`src/rtl/sigma_arbiter.sv`:
```
// sigma_arbiter: round-robin front end for a shared two-stage rotate-XOR unit
// that computes ROTR(x,a) ^ ROTR(x,b) ^ ROTR(x,c).
// Each request picks one of two programmable rotation sets.
// Responses come back in order and carry the id of the requester.
// Optional statistics counters are built when SIGMA_ARB_STATS_EN is defined;
// without it, stat_ops and stat_stall are tied to zero.
// Handshake: a transfer happens on a rising edge where valid and ready are both
// high. req_ready never depends on req_data, and rsp_valid stays high with
// rsp_id/rsp_data stable until rsp_ready accepts the result.
module sigma_arbiter #(
    parameter int N_REQ  = 4,
    parameter int DATA_W = 32,
    parameter int ID_W   = 2
) (
    input  logic                      clk,
    input  logic                      rst,
    input  logic [N_REQ-1:0]          req_valid,
    output logic [N_REQ-1:0]          req_ready,
    input  logic [N_REQ*DATA_W-1:0]   req_data,
    input  logic [N_REQ-1:0]          req_sel,
    output logic                      rsp_valid,
    input  logic                      rsp_ready,
    output logic [ID_W-1:0]           rsp_id,
    output logic [DATA_W-1:0]         rsp_data,
    input  logic                      cfg_we,
    input  logic [2:0]                cfg_addr,
    input  logic [4:0]                cfg_wdata,
    output logic [31:0]               stat_ops,
    output logic [31:0]               stat_stall
);

    // Entry 0 is amount a, entry 1 is b, entry 2 is c.
    localparam logic [2:0][4:0] SET0_RST = {5'd22, 5'd13, 5'd2};
    localparam logic [2:0][4:0] SET1_RST = {5'd25, 5'd11, 5'd6};

    // Rotating the doubled word makes n = 0 come out as the identity.
    function automatic logic [DATA_W-1:0] rotr(input logic [DATA_W-1:0] x, input logic [4:0] n);
        logic [2*DATA_W-1:0] dbl;
        dbl = {x, x} >> n;
        return dbl[DATA_W-1:0];
    endfunction

    logic [2:0][4:0]   set0_q, set0_d, set1_q, set1_d;
    logic              s1_v_q, s1_v_d;
    logic [DATA_W-1:0] s1_x_q, s1_x_d;
    logic [2:0][4:0]   s1_amt_q, s1_amt_d;
    logic [ID_W-1:0]   s1_id_q, s1_id_d;
    logic              s2_v_q, s2_v_d;
    logic [DATA_W-1:0] s2_data_q, s2_data_d;
    logic [ID_W-1:0]   s2_id_q, s2_id_d;
    logic [ID_W-1:0]   ptr_q, ptr_d;

    logic              stall;
    logic              grant_found;
    logic [ID_W-1:0]   grant_idx;
    logic [ID_W:0]     cand;
    logic              accept;
    logic [DATA_W-1:0] sigma_result;

    assign stall        = s2_v_q & ~rsp_ready;
    assign accept       = grant_found & ~stall & rst;
    assign sigma_result = rotr(s1_x_q, s1_amt_q[0]) ^ rotr(s1_x_q, s1_amt_q[1]) ^ rotr(s1_x_q, s1_amt_q[2]);

    assign rsp_valid = s2_v_q;
    assign rsp_id    = s2_id_q;
    assign rsp_data  = s2_data_q;

    // Round-robin search: first valid requester at or after the pointer, wrapping.
    always_comb begin
        grant_found = 1'b0;
        grant_idx   = '0;
        cand        = '0;
        for (int k = 0; k < N_REQ; k++) begin
            cand = {1'b0, ptr_q} + (ID_W+1)'(k);
            if (cand >= (ID_W+1)'(N_REQ)) begin
                cand = cand - (ID_W+1)'(N_REQ);
            end
            if (!grant_found && req_valid[cand[ID_W-1:0]]) begin
                grant_found = 1'b1;
                grant_idx   = cand[ID_W-1:0];
            end
        end
    end

    // Only the granted requester sees ready, and only while S1 can move.
    always_comb begin
        req_ready = '0;
        if (accept) begin
            req_ready[grant_idx] = 1'b1;
        end
    end

    // Config writes; addresses 3 and 7 are dropped.
    always_comb begin
        set0_d = set0_q;
        set1_d = set1_q;
        if (cfg_we && cfg_addr[1:0] != 2'd3) begin
            if (cfg_addr[2]) begin
                set1_d[cfg_addr[1:0]] = cfg_wdata;
            end else begin
                set0_d[cfg_addr[1:0]] = cfg_wdata;
            end
        end
    end

    // Pipeline advance: S1 moves into S2 and the grant loads S1, unless S2 is stalled.
    always_comb begin
        s1_v_d    = s1_v_q;
        s1_x_d    = s1_x_q;
        s1_amt_d  = s1_amt_q;
        s1_id_d   = s1_id_q;
        s2_v_d    = s2_v_q;
        s2_data_d = s2_data_q;
        s2_id_d   = s2_id_q;
        ptr_d     = ptr_q;
        if (!stall) begin
            s2_v_d = s1_v_q;
            if (s1_v_q) begin
                s2_data_d = sigma_result;
                s2_id_d   = s1_id_q;
            end
            s1_v_d = accept;
            if (accept) begin
                s1_x_d   = req_data[grant_idx*DATA_W +: DATA_W];
                // Amounts are latched here, so later config writes cannot disturb this op.
                s1_amt_d = req_sel[grant_idx] ? set1_q : set0_q;
                s1_id_d  = grant_idx;
                ptr_d    = (grant_idx == ID_W'(N_REQ - 1)) ? '0 : grant_idx + 1'b1;
            end
        end
    end

    // State registers with asynchronous active-low reset.
    always_ff @(posedge clk or negedge rst) begin
        if (!rst) begin
            set0_q    <= SET0_RST;
            set1_q    <= SET1_RST;
            s1_v_q    <= 1'b0;
            s1_x_q    <= '0;
            s1_amt_q  <= '0;
            s1_id_q   <= '0;
            s2_v_q    <= 1'b0;
            s2_data_q <= '0;
            s2_id_q   <= '0;
            ptr_q     <= '0;
        end else begin
            set0_q    <= set0_d;
            set1_q    <= set1_d;
            s1_v_q    <= s1_v_d;
            s1_x_q    <= s1_x_d;
            s1_amt_q  <= s1_amt_d;
            s1_id_q   <= s1_id_d;
            s2_v_q    <= s2_v_d;
            s2_data_q <= s2_data_d;
            s2_id_q   <= s2_id_d;
            ptr_q     <= ptr_d;
        end
    end

`ifdef SIGMA_ARB_STATS_EN
    logic [31:0] ops_q, ops_d, stall_cnt_q, stall_cnt_d;

    // Free-running wrap-around counters of accepts and stall cycles.
    always_comb begin
        ops_d       = ops_q + (accept ? 32'd1 : 32'd0);
        stall_cnt_d = stall_cnt_q + (stall ? 32'd1 : 32'd0);
    end

    // Counter registers, cleared by reset.
    always_ff @(posedge clk or negedge rst) begin
        if (!rst) begin
            ops_q       <= '0;
            stall_cnt_q <= '0;
        end else begin
            ops_q       <= ops_d;
            stall_cnt_q <= stall_cnt_d;
        end
    end

    assign stat_ops   = ops_q;
    assign stat_stall = stall_cnt_q;
`else
    assign stat_ops   = '0;
    assign stat_stall = '0;
`endif

endmodule
```
`config.mk`:
```
export PLATFORM = sky130hd
export DESIGN_NAME = sigma_arbiter
export DESIGN_NICKNAME = d
export VERILOG_FILES = /design/src/rtl/sigma_arbiter.sv
export SDC_FILE = /design/constraint.sdc
export NUM_CORES = 1
export LEC_CHECK = 0
export ABC_AREA = 1
export BUFFER_PORTS_ARGS = -buffer_cell sky130_fd_sc_hd__buf_2
export CAP_MARGIN = 20
export CORE_MARGIN = 1.5
export CORE_UTILIZATION = 58
export DETAILED_ROUTE_END_ITERATION = 7
export GPL_TIMING_DRIVEN = 1
export PLACE_DENSITY = 0.92
export SLEW_MARGIN = 20
export SYNTH_ARGS = -nofsm -noshare
export SYNTH_HDL_FRONTEND = slang
export SYNTH_SLANG_ARGS = --single-unit
```
`constraint.sdc`:
```
create_clock -name clk -period 2.8 [get_ports clk]
set_input_delay 0.56 -clock clk [delete_from_list [all_inputs] [get_ports clk]]
set_output_delay 0.56 -clock clk [all_outputs]
set_load 0.02 [all_outputs]
```
Yosys cells after proc, flatten, opt, wreduce, memory -nomap -nowiden --
Index checks and enable logic that the tools add are counted.
Storage, ports and cells: flip-flop bits (word level) 117, bits of input ports 148, word-level logic and storage cells 94
Cells by class: add/subtract/negate cells 8, magnitude comparators 12, eq/ne operators 2, shift-type cells 4, multiplexer cells 31, bitwise logic cells 8, reduce and logical (&&, ||, !) cells 13
Operator list (number):
- $shr A64 B5 Y32 | 3
- $shiftx A128 B8 Y32 | 1
- $xor A32 B32 Y32 | 2
- $bwmux W15 | 2
- $lt A2 B3 Y1 const B | 6
- $mux W2 | 9
- $mux W15 | 1
- $bmux W1 S2 | 5
- $demux W5 S2 | 1
- $mux W1 | 10
- $ge A3 B3 Y1 const B | 3
- $reduce_and A2 Y1 | 4
- $sub A2 B1 Y2 const B | 4
- $add A2 B2 Y3 const B | 2
- $logic_and A1 B1 Y1 | 6
- $mux W5 | 1
- $ge A2 B1 Y1 const B | 2
- $mux W4 | 1
- $add A2 B1 Y3 const B | 1
- $and A1 B1 Y1 | 3
- $ge A2 B3 Y1 const B | 1
- $logic_not A1 Y1 | 3
- $not A1 Y1 | 3
- $add A2 B1 Y2 const B | 1
- 3 further kinds | 3

Logic depth before layout (Yosys ltp) --
depth in word-level cells 19, mapped depth 17

Worst setup path before layout --
OpenSTA, ideal clock, no wires.
kind input-to-output, from in req_valid[3], to out req_ready[0], arrival time 2.043 ns, data required time 2.240 ns, setup slack 0.197 ns, stages on the path 12, cell sequence inv_1 > nand2_1 > nand3_1 > nand2_2 > nor2_4 > nand3_2 > nand3_2 > buf_6 > buf_2 > ha_1 > inv_1 > nor2_1
On the way: longest elaborated chain between the ends 17, elaborated cells between the ends (all ways) 30
RTL lines:
- start: declaration | RTL line 17 | input logic [N_REQ-1:0] req_valid,
- $bmux W1 S2 | RTL line 78 | if (!grant_found && req_valid[cand[ID_W-1:0]]) begin
- $mux W1 (implied by the code) | RTL line 78
- $mux W1 | RTL line 78
- $logic_not A1 Y1 | RTL line 78
- $logic_and A1 B1 Y1 | RTL line 78
- $mux W1 | RTL line 78
- $logic_not A1 Y1 | RTL line 78
- $logic_and A1 B1 Y1 | RTL line 78
- $mux W1 | RTL line 78
- $logic_not A1 Y1 | RTL line 78
- $logic_and A1 B1 Y1 | RTL line 78
- $mux W2 | RTL line 78
- $lt A2 B3 Y1 (implied by the code) or $ge A2 B1 Y1 (tied branches) | RTL line 89 | req_ready[grant_idx] = 1'b1;
- $logic_and A1 B1 Y1 (implied by the code) | RTL line 89
- $mux W1 (implied by the code) | RTL line 89
- $demux W1 S2 | RTL line 89
- $mux W4 * | RTL line 88 | if (accept) begin
- end: declaration | RTL line 18 | output logic [N_REQ-1:0] req_ready,
Every way passes the cells marked *; elsewhere a longest branch is shown, timed or not. The select of a mux whose other input is x is not followed.

Final worst setup path --
from reg ptr_q[0], to out req_ready[1]
On the way: longest elaborated chain between the ends 19, elaborated cells between the ends (all ways) 45
RTL lines:
- start: declaration | RTL line 51 | logic [ID_W-1:0] ptr_q, ptr_d;
- start signal: assignment | RTL line 156 | ptr_q <= ptr_d;
- branches (longest 18 deep; another with $add A2 B1 Y3)
- $mux W4 * | RTL line 88
Every way passes the cells marked *. The select of a mux whose other input is x is not followed.

==> flow_summary.yaml <==
yosys:
  ys_seq_elements: 117
  ys_seq_area_share_pct: 21.4
  ys_top_cells_by_area: "nand2_1 (30%), nand3_1 (20%), dfrtp_1 (19%), o211ai_1 (5.9%), o21ai_0 (4.9%)"
  netlist_area_mm2: 0.0138
  ys_warn_count: 0
  synth-main-ff-cell: "dfrtp_1"
  postSynthCellCount: 2480
  yosysMostFrequentCell: "nand2_1"
  synthDistinctLibCells: 32
  async_reset_ff_share_pct: 100
  syn_avg_cell_area_um2: 5.56
  synth_top_cell_area_share_pct: 29.8
  yosys-top-cells-count: "nand2_1 (1093), nand3_1 (548), o21ai_0 (135)"
  synth_edf_count: 0
  yosysTopAreaCell: "nand2_1"
cells_and_area:
  nNetsFinal: 2742
  final_area_mm2: 0.0155
  instances_no_fill: 2922
  diodes: 0
  syn2layout_area_growth_pct: 12.6
  drive_gt1_share_pct: 13.7
  final_util_pct: 66.3
critical_path:
  crit_path_end_kind: "output pin"
  critPathKind: "flop to output pin"
  critPathLaunchType: "flop"
  cp.required_ns: 2.24
  r2r_cells: 18
  critPathArrivalTime_ns: 2.34
  cp_max_fo: 6
sta:
  drv_slew: 0
  fmax_mhz: 345
  layout_min_cycle_time_ns: 2.90
  fin_ws_ns: -0.102
  skew_ns: 0.0212
  finalCritPeriodShare_pct: 104
  setup_viol: 4
  rsz0062_at_grt: "yes"
  worstMarginPinSlew_ns: 0.999
  hold_viol_final: 0
  fin_hold_ws_ns: 0.278
  max_slew_margin_pct: 33.4
clock_network:
  clk_path_buf_depth: 2
  cts_tree: "built"
  clock-root-buffer: "clkbuf_16"
  clk_latency_ns: 0.45
  numCtsBuffers: 17
  clock-sinks: 117
  clk_pin_slew_ns: 0.08
  h-tree-depth: 4
outcome:
  outcome: "complete, but fails checks"
  violations: "setup timing"
floorplanning:
  die_x_um: 157
  die_area_mm2: 0.0247
  die_h_um: 157
  start_util_pct: 58.9
  core_area_mm2: 0.0234
  io_pins: 251
  rows: 56
global_route:
  grt_pass1_wl_mm: 81.9
  antenna_found_initial: 0
  grt_max_degree: 118
  gr-total-overflow: 0
  grt_pass1_vias: 15800
  grt_usage_pct: 42.7
hold_path:
  min_path_type: "primary input to async pin"
detailed_routing:
  drc: 0
  first_pass_iters: 7
  detail_route.wirelength_mm: 53.2
  routed_via_density: 6.07
  first_iter_violations: 2635
  final_antenna_net_count: 0
  num_vias: 17700
  routedWlPerCell_um: 18.2
placement:
  placed_cell_area_mm2: 0.0146
  place.gp.congestion: 1.06
  io_buffer_count: 186
  dp_hpwl_mm: 39.2
  dp.cells: 2874
run:
  maxCapViolCount: 0
repair_timing:
action                                  4_1_cts  5_1_grt
cloned                                        0        1
pin swaps                                     0       16
endpoints found under the hold margin         0        0
gates resized for setup                       5       42
buffers inserted                              3       12
hold buffers                                  0        0
endpoints found under the setup margin        4        4
layout by cell type, fill, tap and decap left out, types with 6 or more instances in the layout:
master,count
dfstp_2,15
nand3_1,545
nand2_2,16
buf_4,61
or2_1,9
o211ai_1,109
o21ai_1,31
dfrtp_1,97
nand4_1,9
clkbuf_16,17
buf_2,181
or2_2,9
o21ai_0,134
conb_1,64
inv_1,123
nand2_1,1081
nand3b_1,32
inv_6,6
final cells by class:
| cell class | instances | area (µm²) |
|---|---|---|
| clock buffer | 18 | 439 |
| clock inverter | 14 | 211 |
| fill | 2147 | 7880 |
| inverter | 134 | 515 |
| multi-input combinational | 2069 | 9500 |
| sequential | 117 | 2950 |
| tap | 319 | 399 |
| timing repair buffer | 251 | 1500 |
final timing paths:
kind | startpoint | endpoint | slack, ns
max | ptr_q[0] | req_ready[1] | -0.10
min in group clk | req_data[35] | s1_x_q[3] | 0.44
min | rst | rsp_data[28] | 0.28
max in group asynchronous | rst | ptr_q[0] | 2.00
max reg2reg | ptr_q[0] | s1_amt_q[9] | 0.13
min reg2reg | rsp_data[27] | rsp_data[27] | 0.48
metal layers:
layer	share of wire, %	GRT usage, %
met5	0	0
met4	7.0	25.7
met3	12	11.3
met2	44	67.4
met1	37	52.2
state kept, by name, summed over array words and instances (netlist names):
signal	cells
s1_amt_q	15
set0_q	15
s1_x_q	32
ptr_q	2
rsp_valid	1
s1_id_q	2
s1_v_q	1
rsp_data	32
set1_q	15
rsp_id	2
worst max-delay path, cell delays in order, from the launching register on:
cell and delay, ns:
dfrtp_2 0.44, clkinv_4 0.10, buf_6 0.14, nand2_2 0.07
nand3_1 0.09, nand2_1 0.16, nand2_2 0.09, nand2_1 0.08
nand2_2 0.09, nand3_4 0.14, inv_4 0.06, ha_1 0.18
inv_1 0.06, nor2_1 0.04, buf_4 0.16
cells by family after synthesis:
| kind of cell | share of synthesized area [%] |
|---|---|
| AND/OR/NAND/NOR | 54.0 |
| AO/OA/AOI/OAI | 12.0 |
| flip-flops | 21.4 |
| adder cells (fa/ha/maj) | 0.363 |
| other | 0.0272 |
| buffers and inverters | 12.2 |
metrics by stage:
| stage | setup WS (ns) | TNS [ns] |
|---|---|---|
| finish | -0.102 | -0.315 |
| floorplan | 0.197 | 0 |
| detailed placement | 0.136 | 0 |
| global placement | 0.279 | 0 |
| global route | -0.230 | -1.01 |
| CTS | 0.00805 | 0 |
Power is not shown: default switching activity piles up to over one toggle a cycle in this logic, so the estimate is an artifact.
